### src/rtl/peripheral_mpram_bridge_tl.sv
// TileLink-UL to single-port memory bridge.
// Accepts one A-channel request at a time and turns it into a single memory
// strobe. A Put finishes with an AccessAck. A Get waits one cycle for the
// registered memory read data and then returns an AccessAckData. Unsupported
// or oversized requests get an immediate error response and never touch the
// memory.
module peripheral_mpram_bridge_tl #(
  parameter int PLEN        = 64,
  parameter int XLEN        = 64,
  parameter int SOURCE_BITS = 4
) (
  input  logic                   clk,
  input  logic                   rst,
  // A channel
  input  logic                   a_valid,
  output logic                   a_ready,
  input  logic [2:0]             a_opcode,
  input  logic [2:0]             a_size,
  input  logic [SOURCE_BITS-1:0] a_source,
  input  logic [PLEN-1:0]        a_address,
  input  logic [XLEN/8-1:0]      a_mask,
  input  logic [XLEN-1:0]        a_data,
  // D channel
  output logic                   d_valid,
  input  logic                   d_ready,
  output logic [2:0]             d_opcode,
  output logic [2:0]             d_size,
  output logic [SOURCE_BITS-1:0] d_source,
  output logic [XLEN-1:0]        d_data,
  output logic                   d_error,
  // Memory port
  output logic                   mem_req_o,
  output logic                   mem_we_o,
  output logic [XLEN/16-1:0]     mem_be_o,
  output logic [PLEN-1:0]        mem_addr_o,
  output logic [XLEN-1:0]        mem_data_o,
  input  logic [XLEN-1:0]        mem_data_i
);

  localparam int         BYTES    = XLEN / 8;
  localparam int         LANES    = XLEN / 16;
  // Largest legal a_size: one full data beat.
  localparam logic [2:0] MAX_SIZE = 3'($clog2(BYTES));

  typedef enum logic [2:0] {
    PUT_FULL    = 3'd0,
    PUT_PARTIAL = 3'd1,
    GET         = 3'd4
  } a_op_e;

  localparam logic [2:0] ACCESS_ACK      = 3'd0;
  localparam logic [2:0] ACCESS_ACK_DATA = 3'd1;

  typedef enum logic [1:0] {
    IDLE  = 2'd0,
    ISSUE = 2'd1,
    READ  = 2'd2,
    RESP  = 2'd3
  } state_e;

  state_e state_q, state_d;

  // Latched request and response registers.
  logic [2:0]             op_q;
  logic [2:0]             size_q;
  logic [SOURCE_BITS-1:0] source_q;
  logic [PLEN-1:0]        addr_q;
  logic [XLEN-1:0]        data_q;
  logic [LANES-1:0]       be_q;
  logic                   err_q;
  logic [2:0]             d_opcode_q;
  logic [XLEN-1:0]        d_data_q;

  // Decoded incoming request.
  logic             a_fire;
  logic             op_ok;
  logic             req_err;
  logic [LANES-1:0] be_d;

  // Decode the A-channel request: legality check and 16-bit lane enables.
  always_comb begin
    // NOTE: every combinational output gets a default first, so no path can leave it unassigned and infer a latch.
    a_ready = (state_q == IDLE) && !rst;
    a_fire  = a_valid && a_ready;
    op_ok   = (a_opcode == PUT_FULL) || (a_opcode == PUT_PARTIAL) || (a_opcode == GET);
    req_err = !op_ok || (a_size > MAX_SIZE);
    be_d    = '1;
    if (a_opcode == PUT_PARTIAL) begin
      for (int i = 0; i < LANES; i++) begin
        be_d[i] = a_mask[2*i] | a_mask[2*i+1];
      end
    end
  end

  // Next-state logic of the transaction FSM.
  always_comb begin
    state_d = state_q;
    unique case (state_q)
      IDLE:    if (a_fire) state_d = req_err ? RESP : ISSUE;
      ISSUE:   state_d = (op_q == GET) ? READ : RESP;
      READ:    state_d = RESP;
      RESP:    if (d_ready) state_d = IDLE;
      default: state_d = IDLE;
    endcase
  end

  // FSM state register.
  always_ff @(posedge clk) begin
    // NOTE: sequential state uses non-blocking assignments so every register samples pre-edge values.
    if (rst) state_q <= IDLE;
    else     state_q <= state_d;
  end

  // Request latch on A handshake and read-data capture in READ.
  always_ff @(posedge clk) begin
    if (rst) begin
      op_q       <= '0;
      size_q     <= '0;
      source_q   <= '0;
      addr_q     <= '0;
      data_q     <= '0;
      be_q       <= '0;
      err_q      <= 1'b0;
      d_opcode_q <= ACCESS_ACK;
      d_data_q   <= '0;
    end else begin
      if (a_fire) begin
        op_q       <= a_opcode;
        size_q     <= a_size;
        source_q   <= a_source;
        addr_q     <= a_address;
        data_q     <= a_data;
        be_q       <= be_d;
        err_q      <= req_err;
        d_opcode_q <= ACCESS_ACK;
        d_data_q   <= '0;
      end
      if (state_q == READ) begin
        d_data_q   <= mem_data_i;
        d_opcode_q <= ACCESS_ACK_DATA;
      end
    end
  end

  // Memory strobes exist only in ISSUE and are killed immediately by reset,
  // so a reset landing on ISSUE cannot complete a write.
  assign mem_req_o  = (state_q == ISSUE) && !rst;
  assign mem_we_o   = (state_q == ISSUE) && (op_q != GET) && !rst;
  assign mem_be_o   = be_q;
  assign mem_addr_o = addr_q;
  assign mem_data_o = data_q;

  // Response fields come straight from registers and hold while RESP stalls.
  assign d_valid  = (state_q == RESP);
  assign d_opcode = d_opcode_q;
  assign d_size   = size_q;
  assign d_source = source_q;
  assign d_data   = d_data_q;
  assign d_error  = err_q;

endmodule
### config.mk
export PLATFORM = sky130hd
export DESIGN_NAME = peripheral_mpram_bridge_tl
export DESIGN_NICKNAME = d
export VERILOG_FILES = /design/src/rtl/peripheral_mpram_bridge_tl.sv
export SDC_FILE = /design/constraint.sdc
export NUM_CORES = 1
export LEC_CHECK = 0
export CAP_MARGIN = 0
export CORE_AREA = 8 8 159 161
export DETAILED_ROUTE_END_ITERATION = 6
export DIE_AREA = 0 0 167 169
export PLACE_DENSITY = 0.74
export SYNTH_ARGS = -nofsm -noshare
export SYNTH_HDL_FRONTEND = slang
export SYNTH_SLANG_ARGS = --single-unit
### constraint.sdc
create_clock -name clk -period 3.6 [get_ports clk]
set_input_delay 1.08 -clock clk [delete_from_list [all_inputs] [get_ports clk]]
set_output_delay 1.08 -clock clk [all_outputs]
set_load 0.02 [all_outputs]
* After elaboration in Yosys (flattened, before gate mapping)
Cells that the tools add are included.
W data, S select, Z words.
** Operators by class
- Bitwise gates (word level) :: 4
- Reductions and logical operators :: 14
- Order comparisons :: 1
- Eq/ne operators :: 9
- Mux-type cells :: 10
** Operators with widths (count)
- $mux W64 :: 2
- $pmux W2 S4 :: 1
- $eq A3 B3 Y1 const B :: 2
- $mux W2 :: 3
- $logic_and A1 B1 Y1 :: 5
- $eq A2 B2 Y1 const B :: 2
- $mux W4 :: 1
- $or A1 B1 Y1 :: 4
- $eq A3 B1 Y1 const B :: 1
- $gt A3 B2 Y1 const B :: 1
- $logic_not A3 Y1 :: 1
- $logic_or A1 B1 Y1 :: 3
- $mux W1 :: 3
- $ne A3 B3 Y1 const B :: 1
- $eq A2 B1 Y1 const B :: 1
- $logic_not A1 Y1 :: 2
- $logic_not A2 Y1 :: 1
- $ne A2 B1 Y1 const B :: 1
- $ne A2 B2 Y1 const B :: 1
- $reduce_and A2 Y1 :: 1
- $reduce_bool A2 Y1 :: 1
** Word-level totals
- Output and inout port bits :: 211
- Register bits :: 210
- Logic and storage cells :: 48
- Input bits :: 214

* Longest topological paths before layout
Gate-level depths: netlist of the first run.
- Word-level depth :: 8
- Mapped depth :: 9
- Mapped depth without buffers :: 6

* Least setup slack after synthesis of the first run
OpenSTA, ideal clock, no wires.
- Path type :: in2out
- From :: input port rst
- To :: output port mem_we_o
- Cell stages on the path :: 3
- Data required time :: 2.520 ns
- Path buffers :: 1
- Path slack :: 0.561 ns
- Data arrival time :: 1.959 ns
- Cell sequence :: buf_2 nor2b_1 nor2b_1
** Between the ends
- Word-level cells in the longest chain between the ends :: 2
** RTL lines
- start, declared :: line 13 : input logic rst,
- $logic_not A1 Y1 :: line 148 : assign mem_we_o = (state_q == ISSUE) && (op_q != GET) && !rst;
- $logic_and A1 B1 Y1 :: line 148
- end, declared :: line 33 : output logic mem_we_o,
No other way between the ends.

* Worst setup path in the final report of the first run
- From :: register state_q[0]
- To :: output port a_ready
** Between the ends
- Word-level cells in the longest chain between the ends :: 2
** RTL lines
- start, declared :: line 61 : state_e state_q, state_d;
- start signal, assigned :: line 111 : else state_q <= state_d;
- $logic_not A2 Y1 :: line 83 : a_ready = (state_q == IDLE) && !rst;
- $logic_and A1 B1 Y1 :: line 83
- end, declared :: line 16 : output logic a_ready,
No other way between the ends.

==> results of run 1 <==
==> cell usage after synthesis <==
| master | instances | area [sq um] |
|---|---|---|
| nand2b_1 | 143 | 895 |
| ha_1 | 5 | 62.6 |
| buf_6 | 17 | 191 |
| buf_4 | 2 | 15.0 |
| nor4b_1 | 1 | 8.76 |
| o21ai_2 | 1 | 8.76 |
| nand2_1 | 203 | 762 |
| buf_2 | 11 | 55.1 |
| o21ai_1 | 131 | 656 |
| a211oi_1 | 1 | 7.51 |
| nor4_1 | 1 | 6.26 |
| o21ai_0 | 7 | 35.0 |
| nand3_1 | 1 | 5.00 |
| nor3b_1 | 1 | 7.51 |
| buf_1 | 2 | 7.51 |
| nor3_1 | 5 | 25.0 |
| nor2b_1 | 5 | 31.3 |
| dfxtp_1 | 210 | 4200 |
| a21oi_1 | 71 | 355 |
| mux2i_1 | 1 | 10.0 |
| clkbuf_1 | 45 | 169 |
| nor2_1 | 5 | 18.8 |
| inv_1 | 2 | 7.51 |
| and3b_1 | 1 | 8.76 |
| conb_1 | 1 | 3.75 |
| nand3b_1 | 65 | 488 |
==> power by group <==
part	switching [mW]	internal, mW
Clock	0.941	1.45
Sequential	0.256	2.80
Combinational	1.51	1.38
Total	2.71	5.63
==> cell families (layout without fill, tap and decap cells) <==
logic type	after synthesis	in the layout	share of synthesized area, %
buffers and inverters	79	478	5.54
DFF	210	210	52.3
AOI/OAI and AO/OA	211	211	13.2
adders and majority gates	5	5	0.778
muxes	1	1	0.124
and+or+nand+nor	431	431	28.0
other	1	3	0.0466
==> cell type report <==
type,count,area (sq um)
timing repair buffer,435,4340
tap,290,363
clock inverter,8,68.8
antenna,1,2.50
sequential,210,4200
clock buffer,33,716
multi-input combinational,650,3420
inverter,2,7.51
fill,2020,9790
==> worst min-delay path by stage <==
stage	slack (ns)	cells after the start	endpoint	start
2_1_floorplan	0.44	2	op_q[2]	op_q[2]
3_3_place_gp	0.45	2	op_q[2]	op_q[2]
3_5_place_dp	0.45	2	mem_addr_o[24]	mem_addr_o[24]
4_1_cts	0.46	2	mem_data_o[49]	mem_data_o[49]
5_1_grt	0.48	2	mem_data_o[43]	mem_data_o[43]
6_report	0.46	2	mem_data_o[60]	mem_data_o[60]
==> per-layer routing <==
metal	vias to the layer above	track usage [%]	wire length [um]
met4	4	6.89	810
met3	56	8.34	2960
li1	3826	-	-
met1	3386	20.2	11000
met2	302	32.1	13500
met5	-	0	31
==> sequential cells by signal, indices dropped and copies added, names as in the netlist <==
name / cells
d_source: 4
op_q: 3
d_error: 1
mem_be_o: 4
d_opcode: 1
d_size: 3
state_q: 2
d_data: 64
mem_data_o: 64
mem_addr_o: 64
==> critical path, stage by stage, from the launching register on <==
cell             delay [ns]
dfxtp_1                0.35
inv_1                  0.18
ha_1                   0.25
nor2b_1                0.20
clkdlybuf4s50_1        0.63
==> metrics by stage <==
stage               utilization (%)  cell area [sq um]  hold slack (ns)  cells
floorplan                         -               8050            0.437    939
global placement               53.8              12300            0.450   1587
detailed placement             53.8              12300            0.453   1587
CTS                            57.3              13100            0.464   1628
global route                   57.3              13100            0.477   1629
finish                         57.3              13100            0.461   1629
==> impl_metrics.tcl, run 1 <==
set metrics [dict create \
    place_congestion 0.819 \
    cts-root-buf "clkbuf_16" \
    die_w_um 167 \
    die-area_sq_um 28200 \
    drt_iter0_markers 499 \
    syn_avg_cell_area_sq_um 8.58 \
    timing.fmax_mhz 313 \
    rrSetupSlack_ns 1.42 \
    clock_skew_ns 0.0111 \
    fin_setup_tns_ns 0 \
    overflow 0 \
    finalWirelength_mm 28.3 \
    drt_pass1_iterations 6 \
    grt_start_max_net_pins 130 \
    area_delta_synth_final_pct 63.1 \
    clock-sinks 210 \
    crit_path_start_kind "register" \
    track_usage_pct 18.7 \
    cts_made_buffers 24 \
    wl_per_cell_um 17.3 \
    antenna_found_initial 4 \
    mostFrequentLayoutCell "clkdlybuf4s50_1" \
    crit_path_end_kind "primary output" \
    grt_pass1_wl_mm 42.6 \
    cp-endpoint "a_ready" \
    critPathMaxFanout 5 \
    cts_setup_buffers 0 \
    critPathKind "reg -> out" \
    final_cell_mix "421 x clkdlybuf4s50_1, 210 x dfxtp_1, 202 x nand2_1" \
    critPathLaunch "state_q[0]" \
    slew_headroom_pct 26.6 \
    dp_slack_ns 0.429 \
    syn_inst 938 \
    setup_viol 0 \
    ys_types 26 \
    layout_setup_ws_ns 0.407 \
    timing.rr.end "d_data[10]" \
    outcome "completed" \
    pin_count 425 \
    vias 7574 \
    routed_via_density 4.65 \
    grt_pass1_vias 7500 \
    p_per_area_nw_per_um2 635 \
    layout-drive-gt1-share_pct 4.26 \
    period_share_pct 88.7 \
    reg2reg_depth 7 \
    maxCapViolations 0 \
    cellLeakagePower_nw 4.66 \
    clk_latency_ns 0.50 \
    fp-row-count 56 \
    final_max_slew_viol_count 0 \
    htree_levels 1 \
    synth-seq-cells 210 \
    clock_tree.buffer_depth 3 \
    hold_viol 0 \
    r2r_start "state_q[0]" \
    p_total_mw 8.34 \
    post_cts_resized 0 \
    ys_warn_count 0 \
    rsz0062_at_grt "false" \
    hold_buffers 0 \
    nNetsFinal 1542 \
    hold_class "reg -> reg" \
    die_h_um 169 \
    path_clk_slew_ns 0.06 \
    min_period_ns 3.19 \
    io_buffers 422 \
    irDropWorstVdd_mv 0.331 \
    worst_pin_slew_ns 1.10 \
    required_ns 2.52 \
    ant_nets 0 \
    seq_area_frac_synth_pct 52.3 \
    initial_utilization_pct 35.1 \
    core_area_sq_um 22900 \
    drc_errors 0 \
    dp_hpwl_mm 20.8 \
    cts_tree "done" \
    synth_area_sq_um 8040 \
    arrival_ns 2.11 \
]
Note: power is estimated with default switching activity, not from simulation.
==> inputs of run 2 (changes only) <==
--- a/config.mk
+++ b/config.mk
@@ -9,6 +9,7 @@
 export CORE_AREA = 8 8 159 161
 export DETAILED_ROUTE_END_ITERATION = 6
 export DIE_AREA = 0 0 167 169
+export HOLD_SLACK_MARGIN = 0.12
 export PLACE_DENSITY = 0.74
 export SYNTH_ARGS = -nofsm -noshare
 export SYNTH_HDL_FRONTEND = slang
==> results of run 2 <==
Same layout as run 1: the final DEF is identical, and so are final timing and power.
